===== src/rtl/wb_dual_commit_pkg.sv =====
// wb_dual_commit_pkg: shared widths, wb_lane record, enable constants and lane helpers for the WB commit stage
package wb_dual_commit_pkg;

    localparam int INST_ADDR_W = 32;
    localparam int REG_W       = 32;
    localparam int REG_AW      = 5;
    localparam int NREG        = 1 << REG_AW;

    localparam logic WRITE_ENABLE = 1'b1;
    localparam logic RST_ENABLE   = 1'b1;

    typedef logic [INST_ADDR_W-1:0] inst_addr_t;
    typedef logic [REG_W-1:0]       reg_t;
    typedef logic [REG_AW-1:0]      reg_addr_t;

    typedef struct packed {
        logic       lv;
        inst_addr_t pc;
        logic       we;
        reg_addr_t  waddr;
        reg_t       wdata;
    } wb_lane_t;

    // A lane really writes only if it holds an instruction, asks to write, and targets a non-r0 register
    function automatic logic lane_gate(wb_lane_t l);
        return l.lv && (l.we == WRITE_ENABLE) && (l.waddr != '0);
    endfunction

    function automatic logic [NREG-1:0] lane_pend(wb_lane_t l);
        return lane_gate(l) ? (NREG'(1) << l.waddr) : '0;
    endfunction

endpackage


===== src/rtl/wb_dual_commit_if.sv =====
// wb_dual_commit_if: MEM pair handshake plus regfile write-port bundle; commit_cnt exists only with WB_COMMIT_CNT_EN
interface wb_dual_commit_if;
    import wb_dual_commit_pkg::*;

    logic             flush;
    logic             wb_stall;
    logic             mem_valid;
    logic             mem_ready;
    logic             mem_lv_1, mem_lv_2;
    inst_addr_t       mem_pc_1, mem_pc_2;
    logic             mem_we_1, mem_we_2;
    reg_addr_t        mem_waddr_1, mem_waddr_2;
    reg_t             mem_wdata_1, mem_wdata_2;
    inst_addr_t       pc_o_1, pc_o_2;
    logic             we_1, we_2;
    reg_addr_t        waddr_1, waddr_2;
    reg_t             wdata_1, wdata_2;
    logic [NREG-1:0]  pend_mask;
`ifdef WB_COMMIT_CNT_EN
    logic [63:0]      commit_cnt;
`endif

    modport master (
`ifdef WB_COMMIT_CNT_EN
        input  commit_cnt,
`endif
        output flush, wb_stall, mem_valid,
        output mem_lv_1, mem_lv_2, mem_pc_1, mem_pc_2, mem_we_1, mem_we_2,
        output mem_waddr_1, mem_waddr_2, mem_wdata_1, mem_wdata_2,
        input  mem_ready, pc_o_1, pc_o_2, we_1, we_2, waddr_1, waddr_2,
        input  wdata_1, wdata_2, pend_mask
    );

    modport slave (
`ifdef WB_COMMIT_CNT_EN
        output commit_cnt,
`endif
        input  flush, wb_stall, mem_valid,
        input  mem_lv_1, mem_lv_2, mem_pc_1, mem_pc_2, mem_we_1, mem_we_2,
        input  mem_waddr_1, mem_waddr_2, mem_wdata_1, mem_wdata_2,
        output mem_ready, pc_o_1, pc_o_2, we_1, we_2, waddr_1, waddr_2,
        output wdata_1, wdata_2, pend_mask
    );

endinterface


===== src/rtl/wb_pair_fifo.sv =====
// wb_pair_fifo: DEPTH x W FIFO with push/pop/flush, exposing count, per-slot valid bits and slot contents
module wb_pair_fifo #(
    parameter int W     = 8,
    parameter int DEPTH = 2
) (
    input  logic                           clk,
    input  logic                           rst,
    input  logic                           flush,
    input  logic                           push,
    input  logic                           pop,
    input  logic [W-1:0]                   din,
    output logic [W-1:0]                   head,
    output logic [$clog2(DEPTH+1)-1:0]     count,
    output logic [DEPTH-1:0]               vld,
    output logic [DEPTH-1:0][W-1:0]        slots
);
    localparam int PW = $clog2(DEPTH);
    localparam int CW = $clog2(DEPTH + 1);

    logic [PW-1:0] rd, wr;

    assign head = slots[rd];

    // Storage and pointers; callers never push when full or pop when empty, so push and pop never hit the same slot
    always_ff @(posedge clk) begin
        if (rst) begin
            rd    <= '0;
            wr    <= '0;
            count <= '0;
            vld   <= '0;
            slots <= '0;
        end else if (flush) begin
            rd    <= '0;
            wr    <= '0;
            count <= '0;
            vld   <= '0;
        end else begin
            if (push) begin
                slots[wr] <= din;
                vld[wr]   <= 1'b1;
                wr        <= wr + PW'(1);
            end
            if (pop) begin
                vld[rd] <= 1'b0;
                rd      <= rd + PW'(1);
            end
            count <= count + CW'(push) - CW'(pop);
        end
    end

endmodule


===== src/rtl/wb_dual_commit.sv =====
// wb_dual_commit: dual-lane WB commit stage; pair FIFO, r0/lane gating, same-register conflict resolution, pend_mask; WB_COMMIT_CNT_EN adds commit_cnt
module wb_dual_commit
    import wb_dual_commit_pkg::*;
#(
    parameter int DEPTH = 2
) (
    input logic               clk,
    input logic               rst,
    wb_dual_commit_if.slave   bus
);
    localparam int EW = $bits(wb_lane_t);
    localparam int CW = $clog2(DEPTH + 1);

    wb_lane_t [1:0]              in_pair, hd;
    logic [2*EW-1:0]             head_raw;
    logic [DEPTH-1:0][2*EW-1:0]  slots;
    logic [DEPTH-1:0]            vld;
    logic [CW-1:0]               count;
    logic [NREG-1:0]             pend;
    logic                        push, commit, g1, g2, clash, lane1_wins;

    // Lane 1 sits in element 0, lane 2 in element 1
    always_comb begin
        in_pair[0] = '{lv: bus.mem_lv_1, pc: bus.mem_pc_1, we: bus.mem_we_1,
                       waddr: bus.mem_waddr_1, wdata: bus.mem_wdata_1};
        in_pair[1] = '{lv: bus.mem_lv_2, pc: bus.mem_pc_2, we: bus.mem_we_2,
                       waddr: bus.mem_waddr_2, wdata: bus.mem_wdata_2};
    end

    assign bus.mem_ready = count != CW'(DEPTH);
    assign push          = bus.mem_valid && bus.mem_ready && !bus.flush;
    assign commit        = (count != '0) && !bus.wb_stall && !bus.flush && (rst != RST_ENABLE);

    wb_pair_fifo #(.W(2 * EW), .DEPTH(DEPTH)) u_fifo (
        .clk   (clk),
        .rst   (rst),
        .flush (bus.flush),
        .push  (push),
        .pop   (commit),
        .din   (in_pair),
        .head  (head_raw),
        .count (count),
        .vld   (vld),
        .slots (slots)
    );

    assign hd = head_raw;

    // When both lanes target the same register the younger (larger PC) write survives; ties go to lane 2
    assign g1         = lane_gate(hd[0]);
    assign g2         = lane_gate(hd[1]);
    assign clash      = g1 && g2 && (hd[0].waddr == hd[1].waddr);
    assign lane1_wins = hd[0].pc > hd[1].pc;

    assign bus.we_1    = commit && g1 && !(clash && !lane1_wins);
    assign bus.we_2    = commit && g2 && !(clash && lane1_wins);
    assign bus.pc_o_1  = hd[0].pc;
    assign bus.pc_o_2  = hd[1].pc;
    assign bus.waddr_1 = hd[0].waddr;
    assign bus.waddr_2 = hd[1].waddr;
    assign bus.wdata_1 = hd[0].wdata;
    assign bus.wdata_2 = hd[1].wdata;

    // Pending writes from every buffered entry, for the issue-stage hazard check
    always_comb begin
        pend = '0;
        for (int i = 0; i < DEPTH; i++)
            pend |= vld[i] ? (lane_pend(slots[i][EW-1:0]) | lane_pend(slots[i][2*EW-1:EW])) : '0;
    end

    assign bus.pend_mask = pend;

`ifdef WB_COMMIT_CNT_EN
    logic [63:0] cnt;

    // Retired-instruction count: every valid lane of a committing pair counts, even if it writes nothing
    always_ff @(posedge clk) begin
        if (rst == RST_ENABLE)
            cnt <= '0;
        else if (commit)
            cnt <= cnt + 64'(hd[0].lv) + 64'(hd[1].lv);
    end

    assign bus.commit_cnt = cnt;
`endif

endmodule


===== src/flat_wrapper.sv =====
// flat-port wrapper written by rule: the top's interface ports become plain ports
module wb_dual_commit_flat import wb_dual_commit_pkg::*;
#(
    parameter int DEPTH = 2
)
  (clk, rst, bus_flush, bus_wb_stall, bus_mem_valid, bus_mem_lv_1, bus_mem_lv_2, bus_mem_pc_1, bus_mem_pc_2, bus_mem_we_1, bus_mem_we_2, bus_mem_waddr_1, bus_mem_waddr_2, bus_mem_wdata_1, bus_mem_wdata_2, bus_mem_ready, bus_pc_o_1, bus_pc_o_2, bus_we_1, bus_we_2, bus_waddr_1, bus_waddr_2, bus_wdata_1, bus_wdata_2, bus_pend_mask);
  wb_dual_commit_if bus_i ();
  input logic clk;
  input logic rst;
  input wire logic [$bits(bus_i.flush)-1:0] bus_flush;
  input wire logic [$bits(bus_i.wb_stall)-1:0] bus_wb_stall;
  input wire logic [$bits(bus_i.mem_valid)-1:0] bus_mem_valid;
  input wire logic [$bits(bus_i.mem_lv_1)-1:0] bus_mem_lv_1;
  input wire logic [$bits(bus_i.mem_lv_2)-1:0] bus_mem_lv_2;
  input wire logic [$bits(bus_i.mem_pc_1)-1:0] bus_mem_pc_1;
  input wire logic [$bits(bus_i.mem_pc_2)-1:0] bus_mem_pc_2;
  input wire logic [$bits(bus_i.mem_we_1)-1:0] bus_mem_we_1;
  input wire logic [$bits(bus_i.mem_we_2)-1:0] bus_mem_we_2;
  input wire logic [$bits(bus_i.mem_waddr_1)-1:0] bus_mem_waddr_1;
  input wire logic [$bits(bus_i.mem_waddr_2)-1:0] bus_mem_waddr_2;
  input wire logic [$bits(bus_i.mem_wdata_1)-1:0] bus_mem_wdata_1;
  input wire logic [$bits(bus_i.mem_wdata_2)-1:0] bus_mem_wdata_2;
  output wire logic [$bits(bus_i.mem_ready)-1:0] bus_mem_ready;
  output wire logic [$bits(bus_i.pc_o_1)-1:0] bus_pc_o_1;
  output wire logic [$bits(bus_i.pc_o_2)-1:0] bus_pc_o_2;
  output wire logic [$bits(bus_i.we_1)-1:0] bus_we_1;
  output wire logic [$bits(bus_i.we_2)-1:0] bus_we_2;
  output wire logic [$bits(bus_i.waddr_1)-1:0] bus_waddr_1;
  output wire logic [$bits(bus_i.waddr_2)-1:0] bus_waddr_2;
  output wire logic [$bits(bus_i.wdata_1)-1:0] bus_wdata_1;
  output wire logic [$bits(bus_i.wdata_2)-1:0] bus_wdata_2;
  output wire logic [$bits(bus_i.pend_mask)-1:0] bus_pend_mask;
  assign bus_i.flush = bus_flush;
  assign bus_i.wb_stall = bus_wb_stall;
  assign bus_i.mem_valid = bus_mem_valid;
  assign bus_i.mem_lv_1 = bus_mem_lv_1;
  assign bus_i.mem_lv_2 = bus_mem_lv_2;
  assign bus_i.mem_pc_1 = bus_mem_pc_1;
  assign bus_i.mem_pc_2 = bus_mem_pc_2;
  assign bus_i.mem_we_1 = bus_mem_we_1;
  assign bus_i.mem_we_2 = bus_mem_we_2;
  assign bus_i.mem_waddr_1 = bus_mem_waddr_1;
  assign bus_i.mem_waddr_2 = bus_mem_waddr_2;
  assign bus_i.mem_wdata_1 = bus_mem_wdata_1;
  assign bus_i.mem_wdata_2 = bus_mem_wdata_2;
  assign bus_mem_ready = bus_i.mem_ready;
  assign bus_pc_o_1 = bus_i.pc_o_1;
  assign bus_pc_o_2 = bus_i.pc_o_2;
  assign bus_we_1 = bus_i.we_1;
  assign bus_we_2 = bus_i.we_2;
  assign bus_waddr_1 = bus_i.waddr_1;
  assign bus_waddr_2 = bus_i.waddr_2;
  assign bus_wdata_1 = bus_i.wdata_1;
  assign bus_wdata_2 = bus_i.wdata_2;
  assign bus_pend_mask = bus_i.pend_mask;
  wb_dual_commit #(.DEPTH(DEPTH)) u_core (.clk(clk), .rst(rst), .bus(bus_i));
endmodule

===== config.mk =====
export PLATFORM = sky130hd
export DESIGN_NAME = wb_dual_commit_flat
export DESIGN_NICKNAME = d
export VERILOG_FILES = /design/src/rtl/wb_dual_commit_pkg.sv /design/src/rtl/wb_dual_commit_if.sv /design/src/rtl/wb_pair_fifo.sv /design/src/rtl/wb_dual_commit.sv /design/src/flat_wrapper.sv
export SDC_FILE = /design/constraint.sdc
export NUM_CORES = 1
export LEC_CHECK = 0
export CORE_AREA = 5 5 184 186
export CTS_BUF_LIST = sky130_fd_sc_hd__clkbuf_16
export DETAILED_ROUTE_END_ITERATION = 16
export DIE_AREA = 0 0 189 191
export GPL_ROUTABILITY_DRIVEN = 0
export PLACE_DENSITY_LB_ADDON = 0.12
export SKIP_CTS_REPAIR_TIMING = 1
export SKIP_LAST_GASP = 1
export SYNTH_ARGS = -nofsm -noshare
export SYNTH_HDL_FRONTEND = slang
export SYNTH_HIERARCHICAL = 1
export SYNTH_SLANG_ARGS = --single-unit
export TNS_END_PERCENT = 100

===== constraint.sdc =====
create_clock -name clk -period 3.85 [get_ports clk]
set_clock_uncertainty 0.05 [all_clocks]
set_input_delay 0.77 -clock clk [delete_from_list [all_inputs] [get_ports clk]]
set_output_delay 0.77 -clock clk [all_outputs]
set_load 0.05 [all_outputs]

==> flow_summary.ini <==
[synth]
synth_seq_area_share_pct = 36.9
yosysTopAreaCell = dfxtp_1
ys_top_cells_by_area = dfxtp_1 37%, mux2i_1 18%, nand2b_1 17%
synthTopCellsByCount = 437 x nand2b_1, 290 x dfxtp_1, 284 x mux2i_1
ys_ff_latch = 290
avgSynthCellArea_um2 = 9.90
synth_edf_count = 0
yosys.cell_types.count = 51
ys.flop_type = dfxtp_1
yosys.cell_count.top_type = nand2b_1
yosys.area.top_type_share_pct = 36.9
syn_area_um2 = 15700
syn-num-nets = 1769
async_flop_share_pct = 0
yosys_warnings = 6
syn-instance-count = 1588

[setup_path]
slowest_stage = or4b_4
critPathBufInv = 5
worstPathRequired_ns = 3.03
endpoint_kind = output pin
critical-path-max-stage-delay_ns = 0.55
crit_family = simple AND/OR/NAND/NOR gates
start_kind = flop
path_cells = buf_12 > buf_6 > mux2_2 > inv_1 > ha_1 > nand4_1 > nor3_2 > a21boi_2 > or4b_4 > o211ai_4 > buf_6 > o211a_1 > buf_12
crit_fanout = 12
cp_data_arrival_time_ns = 3.41
worst-setup-path-type = reg2out

[global_route]
grt_pass1_wl_mm = 66.2
overflow = 0
antenna_found_initial = 3
grt_max_degree = 199
grt_pass1_vias = 12300
grt_usage_pct = 22.1

[die]
initial_core_util_pct = 48.9
rows = 66
dieWidth_um = 189
die-area_um2 = 36100
die_h_um = 191
ios = 320
core_area_um2 = 32100

[power]
p_int_uw = 5240
p_switching_uw = 1820
p_leak_uw = 0.00880
ir_drop_uv = 307
p_comb_share_pct = 14.7
power.density_nw_per_um2 = 340
swShare_pct = 25.8
pwr-share-seq_pct = 43.9
pwr-share-clk_pct = 41.4

[cts]
clock_path_buffers = 3
cts_tree = done
clock_latency_ns = 0.51
clock_sinks = 290
clk_pin_slew_worst_paths_ns = 0.06
cts_inserted_buffers = 34
htreeDepth = 2
clk_root_buffer_cell = clkbuf_16

[placement]
port_buffers = 318
hpwl_mm = 29.3
place_area_um2 = 19200

[sta]
setup_viol = 2
finalMaxSlewViolations = 0
tightest_slew_ns = 1.06
fin_crit_sh_pct = 110
fin_crit_ns = 4.23
max_freq_ghz = 0.236
fin_ws_ns = -0.380
hold_viol = 0
finalSetupTns_ns = -0.651
rsz0062_at_grt = yes
slew_headroom_pct = 29.4

[status]
status = finished with violations
violations = setup timing

[drt]
drc = 0
routed_via_density = 5.34
drt_iter0_markers = 794
via_count = 12300
post_drt_wl_per_cell_um = 18.5
wl_mm = 42.5
ant_nets = 0
drtPass1Iterations = 7

[job]
max_cap_viol_count = 0

[layout]
drive_above_1_share_pct = 14.7
layout.nets = 2050
final_cell_area_um2 = 20800
area_growth_pct = 32.3

[min_path]
min_path_type = reg2reg
==> layer usage <==
layer | global-route usage, % | up-vias | routed length [um]
met4 | 6.87 | 4 | 1110
met3 | 5.22 | 81 | 2930
li1 | - | 6048 | -
met2 | 36.5 | 375 | 19900
met1 | 28.9 | 5778 | 18500
met5 | 0 | - | 29
==> layout by cell type (no fill, tap or decap), drive strengths merged, types with 34 or more instances in the layout <==
| cell type | netlist | layout |
|---|---|---|
| mux2i | 284 | 284 |
| o22ai | 60 | 60 |
| clkbuf | 59 | 39 |
| ha | 34 | 34 |
| inv | 37 | 49 |
| dfxtp | 290 | 290 |
| buf | 56 | 43 |
| clkdlybuf4s50 | 0 | 290 |
| nand2b | 437 | 437 |
| mux2 | 142 | 142 |
==> cell families (layout without fill, tap and decap cells) <==
| logic type | Yosys count | in the layout | synth area share [%] |
|---|---|---|---|
| XOR/XNOR | 8 | 8 | 0.533 |
| flip-flops | 290 | 290 | 36.9 |
| AO/OA/AOI/OAI | 126 | 126 | 5.64 |
| other | 1 | 2 | 0.0239 |
| buffers and inverters | 152 | 456 | 4.74 |
| AND/OR/NAND/NOR | 551 | 551 | 21.2 |
| multiplexers | 426 | 426 | 28.3 |
| adder cells (fa/ha/maj) | 34 | 34 | 2.71 |
==> per-stage QoR <==
step | setup WS (ns) | hold slack [ns] | utilization (%) | std cells | total power [uW]
final | -0.380 | 0.417 | 64.7 | 2301 | 7060
after global routing | -0.460 | 0.439 | 64.7 | 2301 | 7350
after CTS | -0.487 | 0.421 | 62.8 | 2284 | 7090
after detailed placement | 0.0717 | 0.409 | 59.7 | 2225 | 4140
after global placement | 0.0799 | 0.405 | 59.7 | 2225 | 4130
after floorplan | -0.0510 | 0.395 | - | 1588 | 3770
==> sequential cells by signal, indices dropped and copies added (netlist names) <==
signal               flops
u_core/u_fifo/slots    284
u_core/u_fifo/wr         1
u_core/u_fifo/vld        2
u_core/u_fifo/rd         1
u_core/u_fifo/count      2
==> power groups by stage <==
stage	registers, uW	clock network [uW]	logic, uW
after floorplan	3150	0	614
after global placement	3160	0	966
after detailed placement	3160	0	974
after CTS	3100	3010	979
after global routing	3110	3140	1100
final	3100	2920	1040
==> final timing paths <==
path | from | end | slack [ns] | cells past startpoint
max reg2reg | u_core/u_fifo/count[0]$_SDFF_PP0_ | u_core/u_fifo/slots[58]$_SDFFE_PP0P_ | 1.67 | 5
min | u_core/u_fifo/slots[52]$_SDFFE_PP0P_ | u_core/u_fifo/slots[52]$_SDFFE_PP0P_ | 0.42 | 2
min reg2reg | u_core/u_fifo/slots[52]$_SDFFE_PP0P_ | u_core/u_fifo/slots[52]$_SDFFE_PP0P_ | 0.42 | 2
max | u_core/u_fifo/rd$_SDFFE_PP0P_ | bus_we_2 | -0.38 | 13
==> worst min-delay path: cells and delay by family, from the launching register on <==
family	cells	cell delay, ns
flip-flops	1	0.31
AND/OR/NAND/NOR	1	0.06
multiplexers	1	0.05
==> final cells by class <==
type | count | area (um^2)
fillers | 2583 | 11300
repair buffers | 360 | 3840
clock buffers | 34 | 851
flip-flops and latches | 290 | 5810
well taps | 408 | 510
multi-input cells | 1146 | 9500
clock inverters | 25 | 153
inverters | 37 | 139
diodes | 1 | 2.50
(Power assumes the default switching activity.)
